**src/rtl/lfsr_req_arbiter_if.sv**
```systemverilog
// Bundle of requester-side and generator-side signals around the shared LFSR arbiter.
// The slave modport is the arbiter's view; master is the surrounding logic's view.
interface lfsr_req_arbiter_if #(
    parameter int unsigned NREQ   = 4,
    parameter int unsigned DWIDTH = 8
);
    logic [NREQ-1:0]        req;
    logic [NREQ*DWIDTH-1:0] req_taps;
    logic [NREQ*DWIDTH-1:0] req_seq_num;
    logic [NREQ-1:0]        gnt;
    logic [NREQ-1:0]        rsp_valid;
    logic [DWIDTH-1:0]      rsp_data;
    logic                   rsp_err;
    logic                   gen_start;
    logic [DWIDTH-1:0]      gen_taps;
    logic [DWIDTH-1:0]      gen_seq_num;
    logic                   gen_busy;
    logic [DWIDTH-1:0]      gen_num;

    modport slave (
        input  req, req_taps, req_seq_num, gen_busy, gen_num,
        output gnt, rsp_valid, rsp_data, rsp_err, gen_start, gen_taps, gen_seq_num
    );

    modport master (
        output req, req_taps, req_seq_num, gen_busy, gen_num,
        input  gnt, rsp_valid, rsp_data, rsp_err, gen_start, gen_taps, gen_seq_num
    );
endinterface

```
**src/rtl/lfsr_req_arbiter.sv**
```systemverilog
// Round-robin arbiter sharing one LFSR generator between NREQ requesters:
// grant, launch, wait for the run, then return the result with a one-cycle pulse.
module lfsr_req_arbiter #(
    parameter int unsigned NREQ    = 4,
    parameter int unsigned DWIDTH  = 8,
    parameter int unsigned TIMEOUT = 16
) (
    input logic               wb_clk_i,
    input logic               wb_rst_i,
    lfsr_req_arbiter_if.slave bus
);
    localparam int unsigned PW = (NREQ > 1) ? $clog2(NREQ) : 1;
    localparam int unsigned TW = $clog2(TIMEOUT + 1);

    typedef enum logic [2:0] {
        IDLE,
        LAUNCH,
        WAIT_BUSY,
        WAIT_DONE,
        RESP
    } state_t;

    state_t            state_q, state_d;
    logic [PW-1:0]     ptr_q, win_q, win_d;
    logic [TW-1:0]     timer_q;
    logic [NREQ-1:0]   gnt_q;
    logic [DWIDTH-1:0] taps_q, seq_q, data_q;
    logic              err_q;
    logic              found;
    logic              launch;
    logic              timeout_hit;
    int unsigned       idx;

    // Rotating priority scan starting at ptr_q
    always_comb begin
        win_d = ptr_q;
        found = 1'b0;
        idx   = 0;
        for (int unsigned i = 0; i < NREQ; i++) begin
            idx = (32'(ptr_q) + i) % NREQ;
            if (!found && bus.req[PW'(idx)]) begin
                found = 1'b1;
                win_d = PW'(idx);
            end
        end
    end

    assign launch = found && !bus.gen_busy;
    // Comparing against TIMEOUT-2 makes the pulse land TIMEOUT cycles after gen_start
    assign timeout_hit = (timer_q == TW'(TIMEOUT - 2));

    always_ff @(posedge wb_clk_i) begin
        if (wb_rst_i) begin
            state_q <= IDLE;
        end else begin
            state_q <= state_d;
        end
    end

    always_comb begin
        state_d = state_q;
        unique case (state_q)
            IDLE:      if (launch) state_d = LAUNCH;
            LAUNCH:    state_d = WAIT_BUSY;
            WAIT_BUSY: begin
                if (bus.gen_busy) begin
                    state_d = WAIT_DONE;
                end else if (timeout_hit) begin
                    state_d = RESP;
                end
            end
            WAIT_DONE: if (!bus.gen_busy) state_d = RESP;
            RESP:      state_d = IDLE;
            default:   state_d = IDLE;
        endcase
    end

    always_ff @(posedge wb_clk_i) begin
        if (wb_rst_i) begin
            ptr_q   <= '0;
            win_q   <= '0;
            timer_q <= '0;
            gnt_q   <= '0;
            taps_q  <= '0;
            seq_q   <= '0;
            data_q  <= '0;
            err_q   <= 1'b0;
        end else begin
            unique case (state_q)
                IDLE: begin
                    if (launch) begin
                        win_q  <= win_d;
                        gnt_q  <= NREQ'(1) << win_d;
                        taps_q <= bus.req_taps[win_d*DWIDTH +: DWIDTH];
                        seq_q  <= bus.req_seq_num[win_d*DWIDTH +: DWIDTH];
                    end
                end
                LAUNCH: timer_q <= '0;
                WAIT_BUSY: begin
                    if (!bus.gen_busy) begin
                        timer_q <= timer_q + 1'b1;
                        if (timeout_hit) begin
                            data_q <= '0;
                            err_q  <= 1'b1;
                        end
                    end
                end
                WAIT_DONE: begin
                    if (!bus.gen_busy) begin
                        data_q <= bus.gen_num;
                        err_q  <= 1'b0;
                    end
                end
                RESP: begin
                    gnt_q <= '0;
                    ptr_q <= (win_q == PW'(NREQ - 1)) ? '0 : win_q + 1'b1;
                end
                default: ;
            endcase
        end
    end

    always_comb begin
        bus.gnt         = gnt_q;
        bus.rsp_valid   = (state_q == RESP) ? gnt_q : '0;
        bus.rsp_data    = data_q;
        bus.rsp_err     = err_q;
        bus.gen_start   = (state_q == LAUNCH);
        bus.gen_taps    = taps_q;
        bus.gen_seq_num = seq_q;
    end
endmodule

```
**src/flat_wrapper.sv**
```systemverilog
// flat-port wrapper written by rule: the top's interface ports become plain ports
module lfsr_req_arbiter_flat 
#(
    parameter int unsigned NREQ    = 4,
    parameter int unsigned DWIDTH  = 8,
    parameter int unsigned TIMEOUT = 16
)
  (wb_clk_i, wb_rst_i, bus_req, bus_req_taps, bus_req_seq_num, bus_gen_busy, bus_gen_num, bus_gnt, bus_rsp_valid, bus_rsp_data, bus_rsp_err, bus_gen_start, bus_gen_taps, bus_gen_seq_num);
  lfsr_req_arbiter_if #(.NREQ(NREQ), .DWIDTH(DWIDTH)) bus_i ();
  input logic wb_clk_i;
  input logic wb_rst_i;
  input wire logic [$bits(bus_i.req)-1:0] bus_req;
  input wire logic [$bits(bus_i.req_taps)-1:0] bus_req_taps;
  input wire logic [$bits(bus_i.req_seq_num)-1:0] bus_req_seq_num;
  input wire logic [$bits(bus_i.gen_busy)-1:0] bus_gen_busy;
  input wire logic [$bits(bus_i.gen_num)-1:0] bus_gen_num;
  output wire logic [$bits(bus_i.gnt)-1:0] bus_gnt;
  output wire logic [$bits(bus_i.rsp_valid)-1:0] bus_rsp_valid;
  output wire logic [$bits(bus_i.rsp_data)-1:0] bus_rsp_data;
  output wire logic [$bits(bus_i.rsp_err)-1:0] bus_rsp_err;
  output wire logic [$bits(bus_i.gen_start)-1:0] bus_gen_start;
  output wire logic [$bits(bus_i.gen_taps)-1:0] bus_gen_taps;
  output wire logic [$bits(bus_i.gen_seq_num)-1:0] bus_gen_seq_num;
  assign bus_i.req = bus_req;
  assign bus_i.req_taps = bus_req_taps;
  assign bus_i.req_seq_num = bus_req_seq_num;
  assign bus_i.gen_busy = bus_gen_busy;
  assign bus_i.gen_num = bus_gen_num;
  assign bus_gnt = bus_i.gnt;
  assign bus_rsp_valid = bus_i.rsp_valid;
  assign bus_rsp_data = bus_i.rsp_data;
  assign bus_rsp_err = bus_i.rsp_err;
  assign bus_gen_start = bus_i.gen_start;
  assign bus_gen_taps = bus_i.gen_taps;
  assign bus_gen_seq_num = bus_i.gen_seq_num;
  lfsr_req_arbiter #(.NREQ(NREQ), .DWIDTH(DWIDTH), .TIMEOUT(TIMEOUT)) u_core (.wb_clk_i(wb_clk_i), .wb_rst_i(wb_rst_i), .bus(bus_i));
endmodule
```
**config.mk**
```make
export PLATFORM = sky130hd
export DESIGN_NAME = lfsr_req_arbiter_flat
export DESIGN_NICKNAME = d
export VERILOG_FILES = /design/src/rtl/lfsr_req_arbiter_if.sv /design/src/rtl/lfsr_req_arbiter.sv /design/src/flat_wrapper.sv
export SDC_FILE = /design/constraint.sdc
export NUM_CORES = 1
export LEC_CHECK = 0
export ABC_CLOCK_PERIOD_IN_PS = 2200
export BUFFER_PORTS_ARGS = -buffer_cell sky130_fd_sc_hd__clkbuf_2
export CORE_MARGIN = 10
export CORE_UTILIZATION = 49
export DETAILED_ROUTE_END_ITERATION = 12
export PLACE_DENSITY = 0.92
export SLEW_MARGIN = 20
export SYNTH_ARGS = -nofsm -noshare
export SYNTH_HDL_FRONTEND = slang
export SYNTH_SLANG_ARGS = --single-unit
```
**constraint.sdc**
```tcl
create_clock -name wb_clk_i -period 2.2 [get_ports wb_clk_i]
set_input_delay 0.11 -clock wb_clk_i [delete_from_list [all_inputs] [get_ports wb_clk_i]]
set_output_delay 0.11 -clock wb_clk_i [all_outputs]
set_load 0.05 [all_outputs]
```
==> out/metrics.csv, run 1 <==
stage;metric;value;unit
setup_path;Setup crit end;u_core.bus.gen_taps[2];
pwr;P_leak;1.45;nW
floorplan;DIE HEIGHT;94.5;um
timing;setup total negative slack;0;ps
timing;Hold Vio Cnt, Final;0;
global_route;All-Layer GR Usage;18.4;%
timing;Worst Tran Pin Value;709;ps
finish;layout cell share with drive strength beyond 1;39.2;%
timing;PnR worst setup slack;203;ps
place;Place WS;75.3;ps
setup_path;arrival time at the worst endpoint;2190;ps
yosys;Gate Count Post-Synth;307;
floorplan;core area;5440;um^2
detailed_routing;DRC marker count from the first detailed-route iteration;218;
detailed_routing;Post-Route WL;8.62;mm
clock_network;clk root buf;clkbuf_8;
timing;Peak Freq;501;MHz
detailed_routing;# DRC;0;
pwr;Comb power frac;28.0;%
global_route;grt met2 use;33.1;%
pwr;internal power;1.46;mW
clock_network;CTS Buf Count;5;
place;GP Congestion;0.911;
pwr;switching share of power;33.3;%
yosys;ys flop type;dfxtp_1;
timing;setup violators final;0;
yosys;Ys Warns;0;
finish;ANT cells;0;
detailed_routing;Via density;5.95;
pwr;Sw Pwr;730;uW
yosys;asr flop ratio synth;0;%
setup_path;RR Endpoint;u_core.bus.gen_taps[2];
yosys;syn avg cell area;8.85;um^2
timing;relative slew slack;52.7;%
timing;Final Critical Period;2000;ps
floorplan;starting density of the core;49.9;%
clock_network;H-Tree Depth;2;
floorplan;Die ar.;8920;um^2
outcome;status;finished, final reports clean;
pwr;PD cells;651;nW/um^2
global_route;antenna violations before repair;0;
worst_hold_path;Hold Startpoint;bus_gen_num[5];
floorplan;row count;27;
global_route;met3 usage;6.98;%
timing;final slew viol count;0;
setup_path;R2R setup slack;200;ps
pwr;clock share of power;34.3;%
finish;Nets;489;
setup_path;WS Path Type;reg2reg;
setup_path;FF-to-FF path depth;5;
place;dpl cells;470;
pwr;Max IR drop VDD;319;uV
detailed_routing;Routed WL per cell;18.0;um
worst_hold_path;Hold Path Class;in2reg;
global_route;grt ovf;0;
clock_network;Worst-path clk slew;90;ps
pwr;sequential power share;37.7;%
yosys;synthesized flop and latch total;41;
setup_path;Worst Path Required;2390;ps
global_route;largest net degree at the start of global routing;24;
clock_network;clk sink count;41;
yosys;most common cell in the netlist;dfxtp_1;
yosys;share of the synthesized area in the top cell type;30.2;%
setup_path;Critical Path End Type;flop;
clock_network;clock latency on the worst-skew pair;310;ps
yosys;largest area contributor in the netlist;dfxtp_1;
detailed_routing;antenna-violating nets left;0;
setup_path;CP startpoint;u_core.ptr_q[1];
yosys;Post-synth top cells;dfxtp_1, nor2_1, nand2_1, a21oi_1;
detailed_routing;1st-pass router iterations;4;
timing;Worst Skew;4.45;ps
setup_path;crit path launch type;flop;
place;Port Buffers;112;
global_route;busiest layer in global routing;met2;
floorplan;IO Pins;113;
place;dpl hpwl;6.46;mm
yosys;mapped cell area;2720;um^2
finish;P&R area growth vs syn;24.1;%
clock_network;clk buf depth;2;
yosys;Seq/Total Area, Yosys;30.2;%
run;maxcap violations;0;
yosys;largest cells by area after synthesis;dfxtp_1, nor2_1, and4_1;
timing;unrepaired setup endpoints after global routing;no;
detailed_routing;via count;2854;
yosys;number of enable flip-flop cells after synthesis;0;
yosys;Synthesized Nets;389;
clock_network;TritonCTS clock tree;done;
floorplan;Chip Width;94.5;um
setup_path;FF-to-FF Start;u_core.ptr_q[1];
setup_path;critical path peak fanout;16;
timing;fin crit share;90.8;%
yosys;post-synth cell types;61;
global_route;grt met1 use;19.1;%
finish;final std cells w/o fill;480;
global_route;vias in the first global route;2915;
global_route;first-pass GRT wire length;13.6;mm
worst_hold_path;Worst Hold Path Cells;3;
registers in the layout, summed over array words and instances (netlist names):
register	count
u_core.timer_q	5
u_core.bus.gen_seq_num	8
u_core.bus.rsp_data	8
u_core.bus.gnt	4
u_core.win_q	2
u_core.bus.rsp_err	1
u_core.ptr_q	2
u_core.bus.gen_taps	8
u_core.state_q	3
critical path, cell delays in order, from the launching register on:
cell and delay (ps):
dfxtp_1 680, o21bai_1 160, a21oi_1 280, o22ai_4 240, a221oi_1 400, a211oi_2 120
logic make-up (layout without fill, tap and decap cells):
group / Yosys count / in the layout / synth area share [%]
XOR/XNOR: 2 / 2 / 0.645
buffers and inverters: 32 / 133 / 9.07
adder cells (fa/ha/maj): 3 / 3 / 1.38
AO/OA/AOI/OAI: 115 / 115 / 34.4
flip-flops: 41 / 41 / 30.2
AND/OR/NAND/NOR: 114 / 114 / 24.3
final cells by class:
cell class              count  area (um^2)
repair buffers            121          641
fillers                   464         2070
clock inverters             3         68.8
well taps                  72         90.1
multi-input cells         234         1670
inverters                   4         15.0
clock buffers               5         68.8
flip-flops and latches     41          821
repair_timing:
| item | 4_1_cts | 5_1_grt |
|---|---|---|
| setup buffers | 0 | 2 |
| gates resized for setup | 0 | 2 |
| hold buffers | 0 | 0 |
| setup endpoints to repair | 0 | 14 |
power groups by stage:
stage               clock network, mW  registers [mW]  logic, mW
detailed placement                  0           0.842      0.597
global placement                    0           0.839      0.583
CTS                             0.763           0.825      0.601
floorplan                           0           0.966      0.322
global route                    0.799           0.832      0.658
finish                          0.753           0.826      0.615
worst min-delay path by stage:
stage | end
final | u_core.bus.rsp_data[5]
after detailed placement | u_core.bus.rsp_data[5]
after floorplan | u_core.bus.rsp_data[0]
after global routing | u_core.bus.rsp_data[3]
after CTS | u_core.bus.rsp_data[5]
after global placement | u_core.bus.rsp_data[1]
placed cells by master (no fill, tap or decap), drive strengths merged, types with 2 or more instances in the layout:
master	count
xor2	2
and2b	2
nor3	6
nand4	3
a211oi	17
dfxtp	41
clkbuf	117
nor2b	6
or3	2
or3b	2
nand3	5
nor2	38
ha	3
a22oi	11
o31ai	3
buf	9
nand2b	2
or2	3
inv	5
o21bai	2
o21a	2
a21oi	16
a221oi	14
nand2	21
o21ai	25
and4	15
bufinv	2
o31a	15
and3	5
layer usage:
| layer | routed length [um] | share of wire, % |
|---|---|---|
| met1 | 3150 | 37 |
| met2 | 4410 | 51 |
| met3 | 882 | 10 |
| met4 | 180 | 2.1 |
| met5 | 0 | 0 |
stage by stage:
step	hold slack (ps)	power, mW	util, %	instance area, um^2
3_5_place_dp	370	1.44	58.6	3190
5_1_grt	57.3	2.29	62.0	3370
4_1_cts	48.2	2.19	61.1	3330
3_3_place_gp	362	1.42	58.6	3190
2_1_floorplan	273	1.29	-	2720
6_report	52.0	2.19	62.0	3370
(Power assumes the default switching activity.)
==> run 2, diff against run 1 <==
--- a/config.mk
+++ b/config.mk
@@ -10,6 +10,7 @@
 export CORE_MARGIN = 10
 export CORE_UTILIZATION = 49
 export DETAILED_ROUTE_END_ITERATION = 12
+export GPL_TIMING_DRIVEN = 0
 export PLACE_DENSITY = 0.92
 export SLEW_MARGIN = 20
 export SYNTH_ARGS = -nofsm -noshare
==> run 2 against run 1 <==
  * Non-clock buffer count is 17 higher
  * Core utilization is 1.4 points higher
  * Power is 9.5% lower
  * Highest routed layer unchanged
  * Critical path type unchanged
==> out/metrics.csv, run 2 (synthesized netlist as in run 1, its figures left out) <==
stage;metric;value;unit;change
timing;unrepaired setup endpoints after global routing;no;;unchanged
clock_network;clk root buf;clkbuf_8;;unchanged
floorplan;Chip Width;94.5;um;unchanged
detailed_routing;Post-Route WL;8.73;mm;was 8.62 mm
clock_network;clock latency on the worst-skew pair;300;ps;was 310 ps
floorplan;starting density of the core;49.9;%;unchanged
clock_network;clk buf depth;2;;unchanged
detailed_routing;antenna-violating nets left;0;;unchanged
finish;P&R area growth vs syn;26.9;%;was 24.1%
setup_path;Worst Path Required;2370;ps;was 2390 ps
place;dpl hpwl;6.85;mm;was 6.46 mm
worst_hold_path;Hold Path Class;in2reg;;unchanged
pwr;PD cells;576;nW/um^2;was 651 nW/um^2
floorplan;row count;27;;unchanged
worst_hold_path;Worst Hold Path Cells;3;;unchanged
place;Place WS;317;ps;was 75.3 ps
timing;Worst Skew;9.38;ps;was 4.45 ps
setup_path;Critical Path End Type;flop;;unchanged
clock_network;clk sink count;41;;unchanged
setup_path;FF-to-FF path depth;6;;was 5
global_route;largest net degree at the start of global routing;13;;was 24
timing;Peak Freq;515;MHz;was 501 MHz
floorplan;IO Pins;113;;unchanged
finish;leading cell type in the layout, fill and taps excluded;clkbuf_2;;unchanged
outcome;status;finished, final reports clean;;unchanged
global_route;antenna violations before repair;0;;unchanged
clock_network;Resize count post-CTS;0;;unchanged
floorplan;DIE HEIGHT;94.5;um;unchanged
detailed_routing;Routed WL per cell;17.6;um;was 18.0 um
setup_path;critical path peak fanout;10;;was 16
finish;Nets;506;;was 489
floorplan;core area;5440;um^2;unchanged
timing;Worst Tran Pin Value;501;ps;was 709 ps
clock_network;postcts setup bufs;0;;unchanged
timing;Final Critical Period;1940;ps;was 2000 ps
place;Port Buffers;110;;was 112
place;Area after DPL;3360;um^2;was 3190 um^2
timing;setup total negative slack;0;ps;unchanged
finish;fillcell total;477;;was 464
worst_hold_path;Hold Startpoint;bus_gen_num[7];;was bus_gen_num[5]
timing;PnR worst setup slack;257;ps;was 203 ps
timing;Hold Vio Cnt, Final;0;;unchanged
finish;ANT cells;0;;unchanged
detailed_routing;DRC marker count from the first detailed-route iteration;117;;was 218
setup_path;arrival time at the worst endpoint;2120;ps;was 2190 ps
clock_network;Worst-path clk slew;90;ps;about the same
global_route;grt ovf;0;;unchanged
clock_network;TritonCTS clock tree;done;;unchanged
global_route;All-Layer GR Usage;18.8;%;was 18.4%
floorplan;Die ar.;8920;um^2;unchanged
finish;area of the multi-input gates;1650;um^2;was 1670 um^2
finish;layout cell share with drive strength beyond 1;39.9;%;was 39.2%
setup_path;RR Endpoint;u_core.bus.gen_seq_num[4];;was u_core.bus.gen_taps[2]
detailed_routing;via count;2867;;was 2854
timing;final slew viol count;0;;unchanged
place;GP Congestion;0.825;;was 0.911
setup_path;WS Path Type;reg2reg;;unchanged
run;maxcap violations;0;;unchanged
pwr;P_leak;1.49;nW;was 1.45 nW
finish;Util after Layout;63.4;%;was 62.0%
finish;final instance area;3450;um^2;was 3370 um^2
finish;commonest cells after routing, fill and taps aside;clkbuf_2, dfxtp_1, nor2_1;;unchanged
setup_path;R2R setup slack;260;ps;was 200 ps
timing;relative slew slack;66.5;%;was 52.7%
clock_network;cts hold-fix bufs;0;;unchanged
detailed_routing;Via density;5.78;;was 5.95
global_route;vias in the first global route;2899;;was 2915
timing;setup violators final;0;;unchanged
setup_path;FF-to-FF Start;u_core.state_q[0];;was u_core.ptr_q[1]
worst_hold_path;hold path endpoint;u_core.bus.rsp_data[7];;was u_core.bus.rsp_data[5]
pwr;Max IR drop VDD;338;uV;was 319 uV
finish;Sequential cell area;821;um^2;unchanged
detailed_routing;1st-pass router iterations;4;;unchanged
detailed_routing;# DRC;0;;unchanged
timing;fin crit share;88.3;%;was 90.8%
global_route;first-pass GRT wire length;13.9;mm;was 13.6 mm
clock_network;H-Tree Depth;2;;unchanged
clock_network;CTS Buf Count;5;;unchanged
setup_path;crit path launch type;flop;;unchanged
run 2: worst max-delay path, cell delays in order (launching register included):
cell,delay (ps)
dfxtp_1,320
buf_6,130
or3_4,400
a211oi_4,440
o221ai_1,270
a21oi_1,170
a211oi_1,90
run 2: report_power, final:
group	internal, mW	switching, mW	total (mW)	leakage [nW]
Combinational	0.239	0.413	0.652	1.11
Sequential	0.788	0.0274	0.816	0.335
Clock	0.248	0.271	0.519	0.0433
Total	1.28	0.711	1.99	1.49
run 2: stage by stage:
stage / total power [mW] / hold slack, ps / cells
floorplan: 1.29 / 273 / 307
global placement: 1.46 / 363 / 489
detailed placement: 1.48 / 374 / 489
CTS: 1.99 / 70.7 / 496
global route: 2.06 / 98.2 / 496
finish: 1.99 / 66.4 / 496
run 2: worst max-delay path by stage:
stage,start,to,slack (ps),depth (start not counted)
global placement,u_core.state_q[0],u_core.bus.gen_seq_num[3],360,7
detailed placement,u_core.state_q[0],u_core.bus.gen_seq_num[3],320,7
finish,u_core.state_q[0],u_core.bus.gen_seq_num[4],260,6
CTS,u_core.state_q[0],u_core.bus.gen_seq_num[4],290,6
floorplan,u_core.state_q[1],u_core.timer_q[4],450,5
global route,u_core.state_q[0],u_core.bus.gen_seq_num[4],140,6
run 2: cell type report:
type | instances | area share (%)
multi-input combinational | 234 | 47.8
sequential | 41 | 23.8
timing repair buffer | 110 | 16.0
buffer | 28 | 6.72
tap | 72 | 2.61
clock buffer | 6 | 2.40
inverter | 4 | 0.436
clock inverter | 1 | 0.218
run 2: per-layer routing:
metal | global-route usage (%) | share of wire [%] | routed length (um) | up-vias
met5 | 0 | 0 | 0 | -
met4 | 5.36 | 1.4 | 125 | 0
met3 | 6.50 | 9.2 | 806 | 13
met2 | 32.2 | 50 | 4360 | 116
met1 | 21.6 | 39 | 3440 | 1335
li1 | - | - | - | 1403
